[src/rtl/draw_pkg.sv]
`default_nettype none
// +----------------------------------------------------------------------------+
// | Module   : draw_pkg                                                        |
// | Purpose  : Shared pattern-mode constants and sweep FSM state encoding for  |
// |            the draw_sweep frame-drawing engine.                            |
// | Ports    : none (package)                                                  |
// | Revision : 1.0 - initial release                                           |
// +----------------------------------------------------------------------------+
package draw_pkg;

  localparam logic [1:0] MODE_SOLID    = 2'd0;
  localparam logic [1:0] MODE_GRADIENT = 2'd1;
  localparam logic [1:0] MODE_CHECKER  = 2'd2;
  localparam logic [1:0] MODE_BORDER   = 2'd3;

  typedef enum logic [1:0] {
    IDLE = 2'd0,
    RUN  = 2'd1,
    FIN  = 2'd2
  } state_t;

endpackage
`default_nettype wire

[src/rtl/draw_sweep_if.sv]
`default_nettype none
// +----------------------------------------------------------------------------+
// | Module   : draw_sweep_if                                                   |
// | Purpose  : Pixel write-command channel toward the VGA controller, with a   |
// |            valid/ready handshake.                                          |
// | Ports    : X, Y (address), R, G, B (colour), WVALID (master -> slave),     |
// |            WREADY (slave -> master)                                        |
// | Revision : 1.0 - initial release                                           |
// +----------------------------------------------------------------------------+
interface draw_sweep_if #(
  parameter int X_W = 8,
  parameter int Y_W = 8,
  parameter int C_W = 3
);
  logic [X_W-1:0] X;
  logic [Y_W-1:0] Y;
  logic [C_W-1:0] R;
  logic [C_W-1:0] G;
  logic [C_W-1:0] B;
  logic           WVALID;
  logic           WREADY;

  modport master (output X, Y, R, G, B, WVALID, input  WREADY);
  modport slave  (input  X, Y, R, G, B, WVALID, output WREADY);
endinterface
`default_nettype wire

[src/rtl/draw_shade.sv]
`default_nettype none
// +----------------------------------------------------------------------------+
// | Module   : draw_shade                                                      |
// | Purpose  : Combinational pixel colour generator for the four pattern modes |
// |            (solid, gradient, checkerboard, border).                        |
// | Ports    : MODE (pattern), X/Y (pixel), COLOR ({R,G,B} base), FRAME       |
// |            (frame count for animation) -> RGB ({R,G,B} result)            |
// | Revision : 1.0 - initial release                                           |
// +----------------------------------------------------------------------------+
module draw_shade
  import draw_pkg::*;
#(
  parameter int WIDTH     = 256,
  parameter int HEIGHT    = 256,
  parameter int X_W       = 8,
  parameter int Y_W       = 8,
  parameter int C_W       = 3,
  parameter int TILE_LOG2 = 3
) (
  input  wire logic [1:0]       MODE,
  input  wire logic [X_W-1:0]   X,
  input  wire logic [Y_W-1:0]   Y,
  input  wire logic [3*C_W-1:0] COLOR,
  input  wire logic [7:0]       FRAME,
  output logic      [3*C_W-1:0] RGB
);

  logic           w_tx;     // bit 0 of X >> TILE_LOG2
  logic           w_ty;     // bit 0 of Y >> TILE_LOG2
  logic           w_edge;
  logic [C_W-1:0] w_sum;

  // A tile index beyond the coordinate width is always zero.
  if (TILE_LOG2 < X_W) begin : g_tx
    assign w_tx = X[TILE_LOG2];
  end else begin : g_tx_zero
    assign w_tx = 1'b0;
  end

  if (TILE_LOG2 < Y_W) begin : g_ty
    assign w_ty = Y[TILE_LOG2];
  end else begin : g_ty_zero
    assign w_ty = 1'b0;
  end

  // Only the low C_W bits of x + y + frame survive truncation, so adding
  // the truncated operands gives the same modulo result.
  assign w_sum  = C_W'(X) + C_W'(Y) + C_W'(FRAME);
  assign w_edge = (X == '0) || (X == X_W'(WIDTH - 1)) ||
                  (Y == '0) || (Y == Y_W'(HEIGHT - 1));

  always_comb begin
    RGB = COLOR;
    case (MODE)
      MODE_SOLID:    RGB = COLOR;
      MODE_GRADIENT: RGB = {C_W'(X), C_W'(Y), w_sum};
      MODE_CHECKER:  RGB = (w_tx ^ w_ty) ? COLOR : '0;
      MODE_BORDER:   RGB = w_edge ? COLOR : ~COLOR;
      default:       RGB = COLOR;
    endcase
  end

endmodule
`default_nettype wire

[src/rtl/draw_sweep.sv]
`default_nettype none
// +----------------------------------------------------------------------------+
// | Module   : draw_sweep                                                      |
// | Purpose  : Raster-order frame sweep engine; emits one write command per    |
// |            pixel with valid/ready backpressure and start/busy/done control.|
// | Ports    : CLK, RST (sync, active high), START, MODE, COLOR (inputs);      |
// |            BUSY, DONE, FRAME (status); wr (write channel, master side)    |
// | Revision : 1.0 - initial release                                           |
// +----------------------------------------------------------------------------+
module draw_sweep
  import draw_pkg::*;
#(
  parameter int WIDTH     = 256,
  parameter int HEIGHT    = 256,
  parameter int X_W       = 8,
  parameter int Y_W       = 8,
  parameter int C_W       = 3,
  parameter int TILE_LOG2 = 3
) (
  input  wire logic             CLK,
  input  wire logic             RST,
  input  wire logic             START,
  input  wire logic [1:0]       MODE,
  input  wire logic [3*C_W-1:0] COLOR,
  output logic                  BUSY,
  output logic                  DONE,
  output logic      [7:0]       FRAME,
  draw_sweep_if.master          wr
);

  state_t           r_state;
  state_t           w_state_nxt;
  logic [X_W-1:0]   r_x;
  logic [Y_W-1:0]   r_y;
  logic [X_W-1:0]   w_x_nxt;
  logic [Y_W-1:0]   w_y_nxt;
  logic [1:0]       r_mode;
  logic [3*C_W-1:0] r_color;
  logic [3*C_W-1:0] r_rgb;
  logic [7:0]       r_frame;
  logic             r_busy;
  logic             r_done;
  logic             r_wvalid;

  logic             w_hs;
  logic             w_last;
  logic             w_start_ok;
  logic             w_load;
  logic [1:0]       w_mode;
  logic [3*C_W-1:0] w_color;
  logic [3*C_W-1:0] w_rgb_nxt;

  assign w_hs       = (r_state == RUN) && wr.WREADY;
  assign w_last     = (r_x == X_W'(WIDTH - 1)) && (r_y == Y_W'(HEIGHT - 1));
  assign w_start_ok = (r_state == IDLE) && START;
  // The final pixel's coordinates are held after its handshake.
  assign w_load     = w_start_ok || (w_hs && !w_last);

  always_ff @(posedge CLK) begin
    if (RST) r_state <= IDLE;
    else     r_state <= w_state_nxt;
  end

  always_comb begin
    w_state_nxt = r_state;
    w_x_nxt     = r_x;
    w_y_nxt     = r_y;
    case (r_state)
      IDLE: begin
        if (START) begin
          w_state_nxt = RUN;
          w_x_nxt     = '0;
          w_y_nxt     = '0;
        end
      end
      RUN: begin
        if (w_hs) begin
          if (w_last) begin
            w_state_nxt = FIN;
          end else if (r_x == X_W'(WIDTH - 1)) begin
            w_x_nxt = '0;
            w_y_nxt = r_y + 1'b1;
          end else begin
            w_x_nxt = r_x + 1'b1;
          end
        end
      end
      FIN:     w_state_nxt = IDLE;
      default: w_state_nxt = IDLE;
    endcase
  end

  // The shader looks at the coordinate about to be loaded; on the start
  // cycle the mode/colour latches are not yet written, so use the inputs.
  assign w_mode  = w_start_ok ? MODE  : r_mode;
  assign w_color = w_start_ok ? COLOR : r_color;

  draw_shade #(
    .WIDTH     (WIDTH),
    .HEIGHT    (HEIGHT),
    .X_W       (X_W),
    .Y_W       (Y_W),
    .C_W       (C_W),
    .TILE_LOG2 (TILE_LOG2)
  ) u_shade (
    .MODE  (w_mode),
    .X     (w_x_nxt),
    .Y     (w_y_nxt),
    .COLOR (w_color),
    .FRAME (r_frame),
    .RGB   (w_rgb_nxt)
  );

  always_ff @(posedge CLK) begin
    if (RST) begin
      r_x      <= '0;
      r_y      <= '0;
      r_rgb    <= '0;
      r_mode   <= '0;
      r_color  <= '0;
      r_frame  <= '0;
      r_busy   <= 1'b0;
      r_done   <= 1'b0;
      r_wvalid <= 1'b0;
    end else begin
      r_busy   <= (w_state_nxt != IDLE);
      r_wvalid <= (w_state_nxt == RUN);
      r_done   <= w_hs && w_last;
      if (w_start_ok) begin
        r_mode  <= MODE;
        r_color <= COLOR;
      end
      if (w_load) begin
        r_x   <= w_x_nxt;
        r_y   <= w_y_nxt;
        r_rgb <= w_rgb_nxt;
      end
      // Counted on the transition into FIN so the new count is visible
      // alongside DONE.
      if (w_hs && w_last) r_frame <= r_frame + 8'd1;
    end
  end

  assign BUSY      = r_busy;
  assign DONE      = r_done;
  assign FRAME     = r_frame;
  assign wr.X      = r_x;
  assign wr.Y      = r_y;
  assign wr.R      = r_rgb[3*C_W-1:2*C_W];
  assign wr.G      = r_rgb[2*C_W-1:C_W];
  assign wr.B      = r_rgb[C_W-1:0];
  assign wr.WVALID = r_wvalid;

endmodule
`default_nettype wire

[src/flat_wrapper.sv]
// flat-port wrapper written by rule: the top's interface ports become plain ports
module draw_sweep_flat import draw_pkg::*;
#(
  parameter int WIDTH     = 256,
  parameter int HEIGHT    = 256,
  parameter int X_W       = 8,
  parameter int Y_W       = 8,
  parameter int C_W       = 3,
  parameter int TILE_LOG2 = 3
)
  (CLK, RST, START, MODE, COLOR, BUSY, DONE, FRAME, wr_X, wr_Y, wr_R, wr_G, wr_B, wr_WVALID, wr_WREADY);
  draw_sweep_if #(.X_W(X_W), .Y_W(Y_W), .C_W(C_W)) wr_i ();
  input  wire logic CLK;
  input  wire logic RST;
  input  wire logic START;
  input  wire logic [1:0] MODE;
  input  wire logic [3*C_W-1:0] COLOR;
  output logic BUSY;
  output logic DONE;
  output logic      [7:0] FRAME;
  output wire logic [$bits(wr_i.X)-1:0] wr_X;
  output wire logic [$bits(wr_i.Y)-1:0] wr_Y;
  output wire logic [$bits(wr_i.R)-1:0] wr_R;
  output wire logic [$bits(wr_i.G)-1:0] wr_G;
  output wire logic [$bits(wr_i.B)-1:0] wr_B;
  output wire logic [$bits(wr_i.WVALID)-1:0] wr_WVALID;
  input wire logic [$bits(wr_i.WREADY)-1:0] wr_WREADY;
  assign wr_X = wr_i.X;
  assign wr_Y = wr_i.Y;
  assign wr_R = wr_i.R;
  assign wr_G = wr_i.G;
  assign wr_B = wr_i.B;
  assign wr_WVALID = wr_i.WVALID;
  assign wr_i.WREADY = wr_WREADY;
  draw_sweep #(.WIDTH(WIDTH), .HEIGHT(HEIGHT), .X_W(X_W), .Y_W(Y_W), .C_W(C_W), .TILE_LOG2(TILE_LOG2)) u_core (.CLK(CLK), .RST(RST), .START(START), .MODE(MODE), .COLOR(COLOR), .BUSY(BUSY), .DONE(DONE), .FRAME(FRAME), .wr(wr_i));
endmodule
[config.mk]
export PLATFORM = sky130hd
export DESIGN_NAME = draw_sweep_flat
export DESIGN_NICKNAME = d
export VERILOG_FILES = /design/src/rtl/draw_pkg.sv /design/src/rtl/draw_sweep_if.sv /design/src/rtl/draw_shade.sv /design/src/rtl/draw_sweep.sv /design/src/flat_wrapper.sv
export SDC_FILE = /design/constraint.sdc
export NUM_CORES = 1
export LEC_CHECK = 0
export CAP_MARGIN = 10
export CORE_UTILIZATION = 48
export DETAILED_ROUTE_END_ITERATION = 12
export PLACE_DENSITY = 0.75
export SYNTH_ARGS = -nofsm -noshare
export SYNTH_HDL_FRONTEND = slang
export SYNTH_SLANG_ARGS = --single-unit
[constraint.sdc]
create_clock -name CLK -period 3.6 [get_ports CLK]
set_clock_uncertainty 0.1 [all_clocks]
set_input_delay 0.36 -clock CLK [delete_from_list [all_inputs] [get_ports CLK]]
set_output_delay 0.36 -clock CLK [all_outputs]
set_load 0.05 [all_outputs]
Yosys cells after proc, flatten, opt, wreduce, memory -nomap -nowiden
Cells that the tools add are included.
- $add $sub $neg: 5
- equal/unequal tests: 9
- mux-type cells: 19
- bitwise operators: 2
- reduce and logical (&&, ||, !) cells: 15
- operators with widths (cell ; count):
    two-way mux 8 bit ; 8
    case mux 9 bit (4 select lines) ; 1
    == test 8 bit (second input constant) ; 4
    case mux 8 bit (2 select lines) ; 2
    two-way mux 9 bit ; 3
    adder 8 x 1 -> 8 bit (second input constant) ; 3
    zero test 8 bit ; 2
    inverter 9 bit ; 1
    two-way mux 2 bit ; 4
    adder 3 bit ; 2
    == test 2 x 1 -> 1 bit (second input constant) ; 3
    logical AND 1 bit ; 5
    == test 2 bit (second input constant) ; 2
    zero test 2 bit ; 2
    logical OR 1 bit ; 4
    case mux 2 bit (2 select lines) ; 1
    nonzero test 2 bit ; 1
    zero test 1 bit ; 1
    XOR 1 bit ; 1
- register bits: 49
- output and inout port bits: 36
- logic and storage cells: 60

Longest topological paths before layout
- depth in word-level cells: 11
- gate-level depth with buffers: 17
- mapped depth without buffers: 15

Hierarchy
A second synthesis with hierarchy kept.
- cell total of the unflattened synthesis: 336
- area, all modules: 2900.3 µm²
- by module, submodules not included (module ; times used ; cells each ; area an instance (µm²)):
    draw_sweep ; 1 ; 277 ; 2437.3
    draw_shade ; 1 ; 59 ; 462.9

Worst setup path before layout
OpenSTA, ideal clock, no wires.
- path kind: reg2reg
- start: register u_core.r_x[0] (netlist: u_core.wr.X[0])
- end: register u_core.r_rgb[2]
- library setup time: 0.132 ns
- data arrival time: 3.580 ns
- data required time: 3.368 ns
- slack: -0.212 ns
- cell stages (with the launch flop): 14
- path buffers: 0
- path through: dfxtp_1 -> ha_1 -> nand3_2 -> a2111oi_4 -> mux2i_1 -> fa_1 -> ha_1 -> xnor2_1 -> xnor2_1 -> xnor2_1 -> xnor2_1 -> o21ai_0 -> o22ai_1 -> o22ai_1
- RTL lines (what ; line ; source):
    from (decl) ; draw_sweep.sv:33 ; logic [X_W-1:0] r_x;
    from (signal assigned) ; draw_sweep.sv:134 ; r_x <= w_x_nxt;
    == test 8 bit * ; draw_sweep.sv:54, draw_sweep.sv:80 ;
    two-way mux 8 bit or logical AND 1 bit (tied branches) ; draw_sweep.sv:80, draw_sweep.sv:54 ;
    two-way mux 8 bit * ; draw_sweep.sv:78 ; if (w_last) begin
    two-way mux 8 bit * ; draw_sweep.sv:77 ; if (w_hs) begin
    case mux 8 bit (2 select lines) * ; draw_sweep.sv:68 ; case (r_state)
    named net u_core.u_shade.Y[1] ; draw_shade.sv:22 ; input wire logic [Y_W-1:0] Y,
    parallel branches: the longest is 4 deep, another holds adder 3 bit ; n/a ;
    case mux 9 bit (4 select lines) * ; draw_shade.sv:54 ; case (MODE)
    to (signal assigned) ; draw_sweep.sv:136 ; r_rgb <= w_rgb_nxt;
    to (decl) ; draw_sweep.sv:39 ; logic [3*C_W-1:0] r_rgb;
Mark *: on every way through the listed nets, which the timed path passes.
A chain may end at the register's enable or synchronous reset.

Worst setup path in the final report
- start: register u_core.r_y[1] (netlist: u_core.wr.Y[1])
- end: register u_core.r_rgb[2]
- RTL lines (what ; line ; source):
    from (decl) ; draw_sweep.sv:34 ; logic [Y_W-1:0] r_y;
    from (signal assigned) ; draw_sweep.sv:135 ; r_y <= w_y_nxt;
    adder 8 x 1 -> 8 bit or == test 8 bit (tied branches) ; draw_sweep.sv:82, draw_sweep.sv:54 ;
    two-way mux 8 bit or logical AND 1 bit (tied branches) ; draw_sweep.sv:80, draw_sweep.sv:54 ;
    two-way mux 8 bit ; draw_sweep.sv:78 ;
    two-way mux 8 bit ; draw_sweep.sv:77 ;
    case mux 8 bit (2 select lines) * ; draw_sweep.sv:68 ;
    named net u_core.u_shade.Y[1] ; draw_shade.sv:22 ;
    parallel branches: the longest is 4 deep, another holds adder 3 bit ; n/a ;
    case mux 9 bit (4 select lines) * ; draw_shade.sv:54 ;
Marks and branches as above.

==> flow_summary_export.csv <==
group,metric,value,unit
synth,syn_nets,351,
clocking,cts-root-buf,"clkbuf_8",
worst_setup_path,cp_slowest_stage_delay,0.48,ns
die,dieArea,6350,um^2
job,maxCapViolCount,0,
synth,synth.largest_area_cell,"dfxtp_1",
sta,worst_slew_margin_rel,40.2,%
drt,drt_pre_antenna_iters,4,
worst_hold_path,hp-class,"reg2reg",
cells_and_area,fin_util,64.9,%
pwr,power.net_switching,343,uW
synth,synth_top_family_by_area,"simple AND/OR/NAND/NOR gates",
sta,tightest_slew,0.890,ns
global_routing,grt_util_all_layers,24.5,%
synth,synthCells,330,
die,initial_utilization,51.1,%
placed_design,place.gp.congestion,0.896,
die,io_pins,51,
pwr,p_int,889,uW
worst_setup_path,r2r_cells,13,
cells_and_area,antenna_cells,0,
synth,yosysSeqAreaShare,33.8,%
sta,clock.fmax,294,MHz
worst_setup_path,cp-startpoint,"u_core.wr.Y[1]$_SDFFE_PP0P_",
sta,fin_crit,3.40,ns
placed_design,dp_cells,459,
clocking,cts_sinks,49,
die,die_y,79.7,um
synth,synthAdderAreaFrac,3.11,%
global_routing,gr-total-overflow,0,
sta,hold_violations,0,
cells_and_area,fin_nets,415,
die,rows,27,
clocking,postCtsHoldBufs,0,
die,die_x,79.7,um
pwr,power.total,1230,uW
synth,ys_types,69,
synth,ys_seq_elements,49,
pwr,p_comb_share,19.9,%
synth,yosys-top-cells-count,"49 x dfxtp_1, 44 x nor2_1, 21 x nand2_1, 15 x a21oi_1, 15 x mux2i_1",
synth,netlist_area,2900,um^2
worst_hold_path,worstHoldPathCells,2,
global_routing,met3_usage,3.89,%
synth,synth_xor_area_share,3.63,%
worst_setup_path,timing_worst_setup_path_type,"reg2reg",
global_routing,use_met2,39.5,%
worst_setup_path,critPathMaxFanout,5,
drt,viasPerCell,5.90,
synth,synth_edf_count,0,
placed_design,hpwlAfterDp,5240,um
synth,synthArstFlopShare,0,%
clocking,cts_buffer_depth,2,
die,core_area,5680,um^2
worst_setup_path,r2r_setup_slack,0.20,ns
cells_and_area,areaGrowthSynthToFinish,27.0,%
sta,final.setup.worst_slack,0.197,ns
clocking,htree_levels,2,
synth,synth_top_area_share,33.8,%
global_routing,gr-usage-met1,32.4,%
sta,drv_slew,0,
synth,yosys_warnings,0,
drt,ant_nets,0,
worst_setup_path,path_cells,"ha_2, and3_4, a2111oi_4, mux2i_1, fa_1, ha_1, xnor2_1, xnor2_1, xnor2_1, xnor2_1, o21ai_0, o22ai_1, o22ai_1",
drt,drc_errors,0,
pwr,sequentialPowerShare,47.0,%
placed_design,place_worst_setup_slack,0.110,ns
worst_setup_path,r2r_end,"u_core.r_rgb[2]$_SDFFE_PP0P_",
global_routing,busiest_layer,"met2",
cells_and_area,final_cells,467,
synth,ys.flop_type,"dfxtp_1",
worst_setup_path,cp-start-kind,"flip-flop",
pwr,switching_share,27.9,%
worst_setup_path,critPathArrivalTime,3.49,ns
cells_and_area,drive_above_1_share,17.5,%
pwr,power.leakage,0.00143,uW
pwr,vdd_drop_max,206,uV
worst_setup_path,end_kind,"flip-flop",
worst_setup_path,r2r_start,"u_core.wr.Y[1]$_SDFFE_PP0P_",
clocking,cts_tree,"yes",
sta,finalCritPeriodShare,94.5,%
synth,yosys.area_share.simple,28.7,%
pwr,powerDensity,335,nW/um^2
pwr,clkPwrFrac,33.2,%
global_routing,grt_antenna_before_repair,0,
clocking,clock_latency,0.31,ns
run_status,status,"complete, no violations",
clocking,cts_made_buffers,5,
synth,avgSynthCellArea,8.78,um^2
placed_design,port-buffer-count,50,
worst_setup_path,crit_slowest_cell,"fa_1",
worst_hold_path,hold-path-endpoint,"u_core.r_rgb[6]$_SDFFE_PP0P_",
drt,drtIter0Drc,152,
worst_setup_path,cpMostUsedCell,"xnor2_1",
sta,setup_tns,0,ns
drt,wl_per_cell,15.7,um
drt,drt_wl_total,7340,um
synth,synth_compound_area_share,18.8,%
synth,synthMuxAreaShare,6.73,%
synth,synth.most_common_cell,"dfxtp_1",
global_routing,grt_max_degree,34,
drt,route.vias.total,2754,
clocking,clk_pin_slew,0.10,ns
cells_and_area,n_fill_cell,484,
synth,synthTopCellsByArea,"dfxtp_1 34%, nor2_1 5.7%, mux2i_1 5.2%, nand2_1 2.7%, a21oi_1 2.6%",
global_routing,grt_pass1_vias,2562,
worst_hold_path,hp-start,"u_core.r_rgb[6]$_SDFFE_PP0P_",
sta,setup_viol_count_final,0,
worst_setup_path,worstPathRequired,3.68,ns
global_routing,grt_pass1_wl,12200,um
## logic make-up after synthesis
group / after synthesis
and+or+nand+nor: 145
AOI/OAI and AO/OA: 72
DFF: 49
buffers and inverters: 27
muxes: 19
xor gates and xnor gates: 12
adders and majority gates: 6
## worst max-delay path, delay by kind of cell (launching register included)
kind	cells	cell delay, ns
multiplexers	1	0.35
flip-flops	1	0.36
adder cells (fa/ha/maj)	3	0.91
AND/OR/NAND/NOR	1	0.21
AO/OA/AOI/OAI	4	0.69
XOR/XNOR	4	0.63
## layout by cell type (no fill, tap or decap), drive strengths merged, types with 2 or more instances in the layout
master	n
a211oi	5
a21oi	16
a221oi	2
a31oi	7
and2	2
and3	7
and4	4
buf	23
clkbuf	7
clkdlybuf4s50	50
dfxtp	49
fa	2
ha	4
inv	11
mux2	4
mux2i	15
nand2	22
nand2b	4
nand3	9
nand3b	2
nand4	12
nor2	45
nor2b	10
nor3	10
nor4	7
o2111ai	3
o21a	7
o21ai	9
o22ai	8
o32ai	4
or3	2
or3b	2
xnor2	6
xor2	6
## worst max path at each step
stage	end	slack [ns]
after floorplan	u_core.r_rgb[2]$_SDFFE_PP0P_	0.02
after global placement	u_core.r_rgb[2]$_SDFFE_PP0P_	0.12
after detailed placement	u_core.r_rgb[2]$_SDFFE_PP0P_	0.11
after CTS	u_core.r_rgb[2]$_SDFFE_PP0P_	0.15
after global routing	u_core.r_rgb[2]$_SDFFE_PP0P_	-0.003
final	u_core.r_rgb[2]$_SDFFE_PP0P_	0.20
## power by group through the flow
stage	registers, uW	logic [uW]	clock network [uW]
floorplan	648	111	0
global placement	592	242	0
detailed placement	592	244	0
CTS	579	245	414
global route	583	262	444
finish	579	245	409
## repair_timing
action | in CTS | in global routing
buffers inserted | 0 | 0
gates resized for setup | 0 | 3
endpoints found under the setup margin | 0 | 1
## sequential cells by signal (all words and copies together), names as in the netlist
name / count
u_core.BUSY: 1
u_core.DONE: 1
u_core.FRAME: 8
u_core.r_color: 9
u_core.r_mode: 2
u_core.r_rgb: 9
u_core.r_state: 2
u_core.wr.WVALID: 1
u_core.wr.X: 8
u_core.wr.Y: 8
## through the flow
stage               hold slack [ns]  cell area (um^2)
floorplan                     0.401              2900
global placement              0.405              3560
detailed placement            0.420              3560
CTS                           0.438              3670
global route                  0.453              3680
finish                        0.431              3680
## area by class of cell
type,instances,area (um^2),area share [%]
Clock buffer,7,86.3,2.34
Inverter,11,41.3,1.12
Multi-Input combinational cell,254,1770,48.2
Clock inverter,1,30.0,0.815
Timing Repair Buffer,73,673,18.3
Sequential cell,49,987,26.8
Tap cell,72,90.1,2.45
## layer usage
layer | up-vias | routed length, um
li1 | 1338 | -
met1 | 1315 | 3280
met2 | 89 | 3540
met3 | 12 | 413
met4 | 0 | 108
met5 | - | 0
Power figures use the tool's default switching activity.
